[src/rtl/timer_multi_if.sv]
// Control/status bundle between protocol FSMs and the multi-channel timer.
// With TIMER_MULTI_STATUS_EN defined it also carries sticky status, its clear and irq.
interface timer_multi_if #(
  parameter int CHANNELS = 4,
  parameter int WIDTH    = 16
);
  logic [CHANNELS-1:0]       enbl;
  logic [CHANNELS-1:0]       mode;
  logic [CHANNELS*WIDTH-1:0] value;
  logic [CHANNELS-1:0]       done;
  logic                      tick;
`ifdef TIMER_MULTI_STATUS_EN
  logic [CHANNELS-1:0]       status_clr;
  logic [CHANNELS-1:0]       status;
  logic                      irq;

  modport master (output enbl, mode, value, status_clr, input done, tick, status, irq);
  modport slave  (input enbl, mode, value, status_clr, output done, tick, status, irq);
`else
  modport master (output enbl, mode, value, input done, tick);
  modport slave  (input enbl, mode, value, output done, tick);
`endif
endinterface

[src/rtl/timer_multi.sv]
// Shared-prescaler multi-channel one-shot/periodic timer.
// Optional sticky status and irq logic is enabled by defining TIMER_MULTI_STATUS_EN.
module timer_multi #(
  parameter int FCLK     = 1000000,
  parameter int SCALE    = 1000,
  parameter int CHANNELS = 4,
  parameter int WIDTH    = 16
) (
  input  logic          clk,
  input  logic          rst,
  timer_multi_if.slave  bus
);
  localparam int DIV = FCLK / SCALE;
  localparam int PW  = (DIV > 1) ? $clog2(DIV) : 1;
  localparam logic [PW-1:0] PMAX = PW'(DIV - 1);

  typedef enum logic [1:0] {IDLE, RUN, EXPIRED} state_e;

  logic [PW-1:0]       pcnt_q, pcnt_d;
  logic                tick_q, tick_d;
  state_e              state_q [CHANNELS];
  logic [WIDTH-1:0]    cnt_q   [CHANNELS];
  logic [CHANNELS-1:0] mode_q;
  logic [CHANNELS-1:0] done_q;

  always_comb begin
    tick_d = (pcnt_q == PMAX);
    pcnt_d = tick_d ? '0 : pcnt_q + PW'(1);
  end

  always_ff @(posedge clk or posedge rst) begin
    if (rst) begin
      pcnt_q <= '0;
      tick_q <= 1'b0;
    end else begin
      pcnt_q <= pcnt_d;
      tick_q <= tick_d;
    end
  end

  // Dropping enbl beats any same-cycle expiry, so it is handled ahead of the state decode.
  always_ff @(posedge clk or posedge rst) begin
    if (rst) begin
      for (int n = 0; n < CHANNELS; n++) begin
        state_q[n] <= IDLE;
        cnt_q[n]   <= '0;
      end
      mode_q <= '0;
      done_q <= '0;
    end else begin
      for (int n = 0; n < CHANNELS; n++) begin
        if (!bus.enbl[n]) begin
          state_q[n] <= IDLE;
          cnt_q[n]   <= '0;
          done_q[n]  <= 1'b0;
        end else begin
          case (state_q[n])
            IDLE: begin
              mode_q[n] <= bus.mode[n];
              if (bus.value[n*WIDTH +: WIDTH] == '0) begin
                state_q[n] <= EXPIRED;
                done_q[n]  <= 1'b1;
              end else begin
                cnt_q[n]   <= bus.value[n*WIDTH +: WIDTH];
                state_q[n] <= RUN;
              end
            end
            RUN: begin
              done_q[n] <= 1'b0;
              if (tick_q) begin
                if (cnt_q[n] != WIDTH'(1)) begin
                  cnt_q[n] <= cnt_q[n] - WIDTH'(1);
                end else if (!mode_q[n] || bus.value[n*WIDTH +: WIDTH] == '0) begin
                  state_q[n] <= EXPIRED;
                  cnt_q[n]   <= '0;
                  done_q[n]  <= 1'b1;
                end else begin
                  cnt_q[n]  <= bus.value[n*WIDTH +: WIDTH];
                  mode_q[n] <= bus.mode[n];
                  done_q[n] <= 1'b1;
                end
              end
            end
            default: done_q[n] <= 1'b1;
          endcase
        end
      end
    end
  end

  assign bus.done = done_q;
  assign bus.tick = tick_q;

`ifdef TIMER_MULTI_STATUS_EN
  logic [CHANNELS-1:0] expire;
  logic [CHANNELS-1:0] status_q, status_d;
  logic                irq_q;

  // expire marks the edge on which done rises, so status sets together with done.
  always_comb begin
    expire = '0;
    for (int n = 0; n < CHANNELS; n++) begin
      expire[n] = bus.enbl[n] & ~done_q[n] &
                  (((state_q[n] == IDLE) & (bus.value[n*WIDTH +: WIDTH] == '0)) |
                   ((state_q[n] == RUN) & tick_q & (cnt_q[n] == WIDTH'(1))));
    end
    status_d = (status_q & ~bus.status_clr) | expire;
  end

  always_ff @(posedge clk or posedge rst) begin
    if (rst) begin
      status_q <= '0;
      irq_q    <= 1'b0;
    end else begin
      status_q <= status_d;
      irq_q    <= |status_q;
    end
  end

  assign bus.status = status_q;
  assign bus.irq    = irq_q;
`endif
endmodule

[src/flat_wrapper.sv]
// flat-port wrapper written by rule: the top's interface ports become plain ports
module timer_multi_flat 
#(
  parameter int FCLK     = 1000000,
  parameter int SCALE    = 1000,
  parameter int CHANNELS = 4,
  parameter int WIDTH    = 16
)
  (clk, rst, bus_enbl, bus_mode, bus_value, bus_done, bus_tick);
  timer_multi_if #(.CHANNELS(CHANNELS), .WIDTH(WIDTH)) bus_i ();
  input  logic clk;
  input  logic rst;
  input wire logic [$bits(bus_i.enbl)-1:0] bus_enbl;
  input wire logic [$bits(bus_i.mode)-1:0] bus_mode;
  input wire logic [$bits(bus_i.value)-1:0] bus_value;
  output wire logic [$bits(bus_i.done)-1:0] bus_done;
  output wire logic [$bits(bus_i.tick)-1:0] bus_tick;
  assign bus_i.enbl = bus_enbl;
  assign bus_i.mode = bus_mode;
  assign bus_i.value = bus_value;
  assign bus_done = bus_i.done;
  assign bus_tick = bus_i.tick;
  timer_multi #(.FCLK(FCLK), .SCALE(SCALE), .CHANNELS(CHANNELS), .WIDTH(WIDTH)) u_core (.clk(clk), .rst(rst), .bus(bus_i));
endmodule
[config.mk]
export PLATFORM = sky130hd
export DESIGN_NAME = timer_multi_flat
export DESIGN_NICKNAME = d
export VERILOG_FILES = /design/src/rtl/timer_multi_if.sv /design/src/rtl/timer_multi.sv /design/src/flat_wrapper.sv
export SDC_FILE = /design/constraint.sdc
export NUM_CORES = 1
export LEC_CHECK = 0
export BUFFER_PORTS_ARGS = -buffer_cell sky130_fd_sc_hd__buf_2
export CELL_PAD_IN_SITES_DETAIL_PLACEMENT = 0
export CELL_PAD_IN_SITES_GLOBAL_PLACEMENT = 1
export CORE_MARGIN = 2
export CORE_UTILIZATION = 40
export DETAILED_ROUTE_END_ITERATION = 12
export GPL_TIMING_DRIVEN = 0
export PLACE_DENSITY_LB_ADDON = 0.1
export SLEW_MARGIN = 0
export SYNTH_ARGS = -nofsm -noshare
export SYNTH_HDL_FRONTEND = slang
export SYNTH_SLANG_ARGS = --single-unit
[constraint.sdc]
create_clock -name clk -period 2.5 [get_ports clk]
set_input_delay 0.125 -clock clk [delete_from_list [all_inputs] [get_ports clk]]
set_output_delay 0.125 -clock clk [all_outputs]
set_load 0.005 [all_outputs]
# == After elaboration in Yosys (flattened, before gate mapping) ==
# Index checks and enable logic that the tools add are counted.
# op_classes
magnitude_cmp,0
shift,0
bitwise,0
add_sub_neg,5
mul,0
eq_ne,45
muxes,85
n_reduce_logical,32
div,0
# op_table
cell,n
$mux 16,20
$pmux 16 s2,4
$logic_not 16->1,4
$ne 16x1->1 const B,4
$sub 16x1->16 const B,4
$mux 2,20
$ne 3x2->1 const B,12
$mux 1,28
$ne 3x3->1 const B,8
$reduce_and 5->1,4
$ne 2x2->1 const B,8
$pmux 1 s2,8
$pmux 2 s2,4
$reduce_and 4->1,4
$ne 3x1->1 const B,4
$reduce_and 3->1,4
$add 10x1->10 const B,1
$eq 10x10->1 const B,1
$mux 10,1
$eq 2x1->1 const B,4
$logic_not 2->1,4
$ne 2x1->1 const B,4
$reduce_bool 2->1,4
$logic_not 1->1,4
$logic_or 1x1->1,4
# totals
reg_bits,91
ramBits,0
latchBits,0
out_inout_bits,5
memories,0
inputBits,74
romBits,0

# == Longest topological paths before layout ==
# depth
word_depth,7
depth_mapped,9
mapped_depth_nobuf,7

# == Worst setup path after synthesis ==
# No wires, ideal clock.
# synth_timing
kind,reg2reg
startpoint,register u_core.cnt_q[33] (netlist bit)
endpoint,register u_core.cnt_q[46] (netlist bit)
path_slack_ps,530
path_buffers,1
path_stages_with_launch,9
arrival_ps,1875
required_ps,2405
synth_period_minus_slack_ps,1970
setup_time_ps,95
cell_sequence,dfrtp_1 -> inv_1 -> ha_1 -> nor4b_1 -> and4_1 -> buf_6 -> or4b_1 -> and3_1 -> o32ai_2
# synth_between
elab_chain_len,5
elab_cells_between_ends,6
cone_classes,1 x add/sub; 1 x eq/ne; 4 x mux
# synth_lines
element,line,source
start: declaration,timer_multi.sv:22,logic [WIDTH-1:0] cnt_q [CHANNELS];
start signal: indexed assignment,timer_multi.sv:64,cnt_q[n] <= bus.value[n*WIDTH +: WIDTH];
start signal: indexed assignment,timer_multi.sv:72,cnt_q[n] <= cnt_q[n] - WIDTH'(1);
start signal: indexed assignment,timer_multi.sv:78,cnt_q[n] <= bus.value[n*WIDTH +: WIDTH];
$sub 16x1->16 or $ne 16x1->1 (tied branches),"timer_multi.sv:72, timer_multi.sv:71",
$mux 16 (*),timer_multi.sv:71,if (cnt_q[n] != WIDTH'(1)) begin
$mux 16 (*),timer_multi.sv:70,if (tick_q) begin
$pmux 16 s2 (*),timer_multi.sv:57,case (state_q[n])
$mux 16 (*),timer_multi.sv:52,if (!bus.enbl[n]) begin
# Every way passes the cells marked *; elsewhere a longest branch is shown, timed or not. The select of a mux whose other input is x is not followed.
# A chain may end at the register's enable or synchronous reset.

# == Final worst setup path ==
# layout_timing
startpoint,register u_core.cnt_q[33] (netlist bit)
endpoint,register u_core.cnt_q[34] (netlist bit)
# The elaborated chain is that of the path after synthesis.

==> results.json <==
{
  "vdd_ir_drop_max_uv": 362,
  "p_clk_share_pct": 25.8,
  "p_leak_uw": 0.00304,
  "regToRegSetupSlack_ns": 0.15,
  "met2WireLength_um": 8770,
  "drc": 0,
  "internal_power_uw": 3340,
  "worstPathCellList": "inv_1 -> ha_1 -> nor4b_1 -> and4_1 -> buf_6 -> nor2_1 -> a32oi_1 -> o31ai_1",
  "outcome": "complete, no violations",
  "worstSetupPathType": "flop to flop",
  "timing.rr.start": "u_core.cnt_q[33]",
  "setup_viol": 0,
  "min_period_ns": 2.35,
  "startpoint_type": "flop",
  "worst_ep_required_time_ns": 2.74,
  "ys_seq_area_share_pct": 36.7,
  "synth_cell_types": 72,
  "grt_max_degree": 53,
  "rsz0062_at_grt": "no",
  "row_count": 45,
  "dr.pass1.iters": 5,
  "fillCellCount": 1517,
  "cts_root_buf": "clkbuf_16",
  "core-area_um2": 15100,
  "nNetsFinal": 883,
  "synth_area_leaders": "dfrtp_1, mux2i_1, a22oi_1",
  "fin_cells": 993,
  "p_comb_share_pct": 38.2,
  "cts_tree": "yes",
  "grt-ovfl-total": 0,
  "vias": 6170,
  "insertion_delay_ns": 0.35,
  "synth_fa_ha_area_share_pct": 1.82,
  "maxCapViolCount": 0,
  "cts_htree_levels": 3,
  "fmax_mhz": 425,
  "die_h_um": 128,
  "post-cts-setup-buffers": 0,
  "fin_crit_sh_pct": 94.1,
  "synth.net_count": 794,
  "dieArea_um2": 16500,
  "clk_path_buf_depth": 2,
  "critPathArrivalTime_ns": 2.59,
  "syn2layout_area_growth_pct": 15.4,
  "wl_per_cell_um": 18.5,
  "synth_xor_area_share_pct": 1.70,
  "numCtsBuffers": 9,
  "clk_pin_slew_ns": 0.07,
  "io_pins": 79,
  "netlist_area_um2": 6200,
  "placed_cells": 976,
  "p_sw_share_pct": 39.0,
  "drt_iter0_markers": 440,
  "reg2regPathDepth": 8,
  "synthMuxAreaShare_pct": 5.03,
  "routed.top_layer": "met4",
  "power_density_nw_per_um2": 765,
  "synth_top_family_by_area": "simple AND/OR/NAND/NOR gates",
  "endpoint_kind": "flop",
  "dr_wl_met3_um": 947,
  "die_x_um": 128,
  "synthSimpleGateAreaFrac_pct": 24.8,
  "max_stage_delay_ns": 0.57,
  "slowest_stage": "nor2_1",
  "timing.final.ws_setup_ns": 0.147,
  "hp-class": "primary input to flop",
  "track_usage_pct": 22.9,
  "synth-compound-area-share_pct": 23.4,
  "wl_met1_um": 8490,
  "crit_buf_inv": 2,
  "slew_viol_final": 0,
  "seq_area_um2": 2280,
  "whs_path_depth": 2,
  "max_slew_margin_pct": 46.2,
  "insertedDiodeCount": 0,
  "synthCells": 711,
  "viasPerCell": 6.21,
  "antenna_found_initial": 0,
  "tightest_slew_ns": 0.801,
  "worstHoldStart": "bus_mode[0]",
  "final_cell_mix": "dfrtp_1, buf_2, inv_1, o22ai_1",
  "seqPwrFrac_pct": 36.0,
  "grt_pass1_wl_um": 30300,
  "netlist.top_cell.by_area": "dfrtp_1",
  "start_util_pct": 40.9,
  "wirelength_um": 18400,
  "final_util_pct": 47.2,
  "regToRegEndpoint": "u_core.cnt_q[34]",
  "place_ws_ns": 0.0428,
  "switchingPower_uw": 2130,
  "dp_hpwl_um": 13300,
  "cp_max_fo": 10,
  "min_to": "u_core.mode_q[0]",
  "ys.flop_type": "dfrtp_1",
  "yosysTopAreaCellShare_pct": 36.7,
  "ant_nets": 0,
  "cts_sinks": 91,
  "gp_congestion": 0.876,
  "port_buffers": 76,
  "async_reset_ff_share_pct": 100,
  "finalClockSkew_ns": 0.00894,
  "crit_family": "simple AND/OR/NAND/NOR gates",
  "multi_input_area_um2": 3520,
  "yosysWarnings": 0,
  "post_route_cells_drive_above_1_share_pct": 17.3,
  "synth_edf_count": 0,
  "synth_seq_cells": 91,
  "syn_area_per_cell_um2": 8.72,
  "final_common_cell": "dfrtp_1",
  "grt_pass1_vias": 5952,
  "hold_violations": 0
}
==> worst reg2reg max path: cells and delay by family, from the launching register on <==
family,cells,cell delay (ns)
and+or+nand+nor,3,0.91
DFF,1,0.42
buffers and inverters,2,0.26
adders and majority gates,1,0.19
AOI/OAI and AO/OA,2,0.47
==> metrics by stage <==
step	instance area, um^2	hold WS (ns)	TNS (ns)	power [uW]
after CTS	7150	0.0152	0	5470
after global placement	6810	0.384	-129.36	4010
after detailed placement	6840	0.237	0	4040
after floorplan	6200	0.260	0	3480
final	7150	0.0211	0	5470
after global routing	7150	0.0272	0	5810
==> per-layer routing <==
| metal | global-route usage, % | up-vias |
|---|---|---|
| li1 | - | 2903 |
| met1 | 31.2 | 3057 |
| met2 | 38.0 | 193 |
| met3 | 3.20 | 17 |
| met4 | 6.72 | 0 |
| met5 | 0 | - |
==> cell usage after synthesis (10+ instances only) <==
master / instances
nor3_1: 27
o21a_1: 11
a31oi_1: 11
clkbuf_1: 10
a22oi_1: 35
o21ai_0: 19
inv_1: 60
nand2_1: 41
nor2_1: 41
nand4_1: 21
a21oi_1: 35
o22ai_1: 42
nand3_1: 29
dfrtp_1: 91
nor4_1: 36
buf_2: 12
mux2i_1: 30
==> kinds of logic (layout without fill, tap and decap cells) <==
family                   after synthesis  count (layout)
adder cells (fa/ha/maj)                9               9
buffers and inverters                 92             186
multiplexers                          31              31
flip-flops                            91              91
AND/OR/NAND/NOR                      265             265
XOR/XNOR                              12              12
AO/OA/AOI/OAI                        211             211
==> layout make-up <==
type	count	share of cell area, %
Buffer	32	2.50
Clock buffer	12	3.45
Timing Repair Buffer	78	5.84
Inverter	60	3.18
Tap cell	188	3.29
Sequential cell	91	31.8
Clock inverter	4	0.700
Multi-Input combinational cell	528	49.2
==> power by group through the flow <==
stage          clock (uW)  sequential, uW  combinational [uW]
3_5_place_dp            0            1990                2050
5_1_grt              1510            2000                2310
3_3_place_gp            0            1980                2030
4_1_cts              1450            1960                2060
6_report             1410            1970                2090
2_1_floorplan           0            1910                1560
==> state kept, by name (all words and copies together) (netlist names) <==
register,flops
u_core.cnt_q,64
u_core.pcnt_q,10
u_core.state_q,8
u_core.bus.done,4
u_core.mode_q,4
u_core.bus.tick,1
==> timing repair <==
action / CTS / global route
hold buffers: 1 / 0
gates resized for setup: 0 / 0
endpoints found under the hold margin: 39 / 0
endpoints found under the setup margin: 0 / 0
==> how the worst max path moves through the flow <==
stage	startpoint	to	slack, ns	cells after the start
CTS	u_core.cnt_q[49]	u_core.cnt_q[57]	0.18	9
global placement	rst	u_core.cnt_q[48]	-1.43	2
global route	u_core.cnt_q[33]	u_core.cnt_q[34]	0.05	8
floorplan	rst	u_core.bus.done[0]	0.01	1
finish	u_core.cnt_q[33]	u_core.cnt_q[34]	0.15	8
detailed placement	bus_value[27]	u_core.cnt_q[38]	0.04	7
Power figures use the tool's default switching activity.
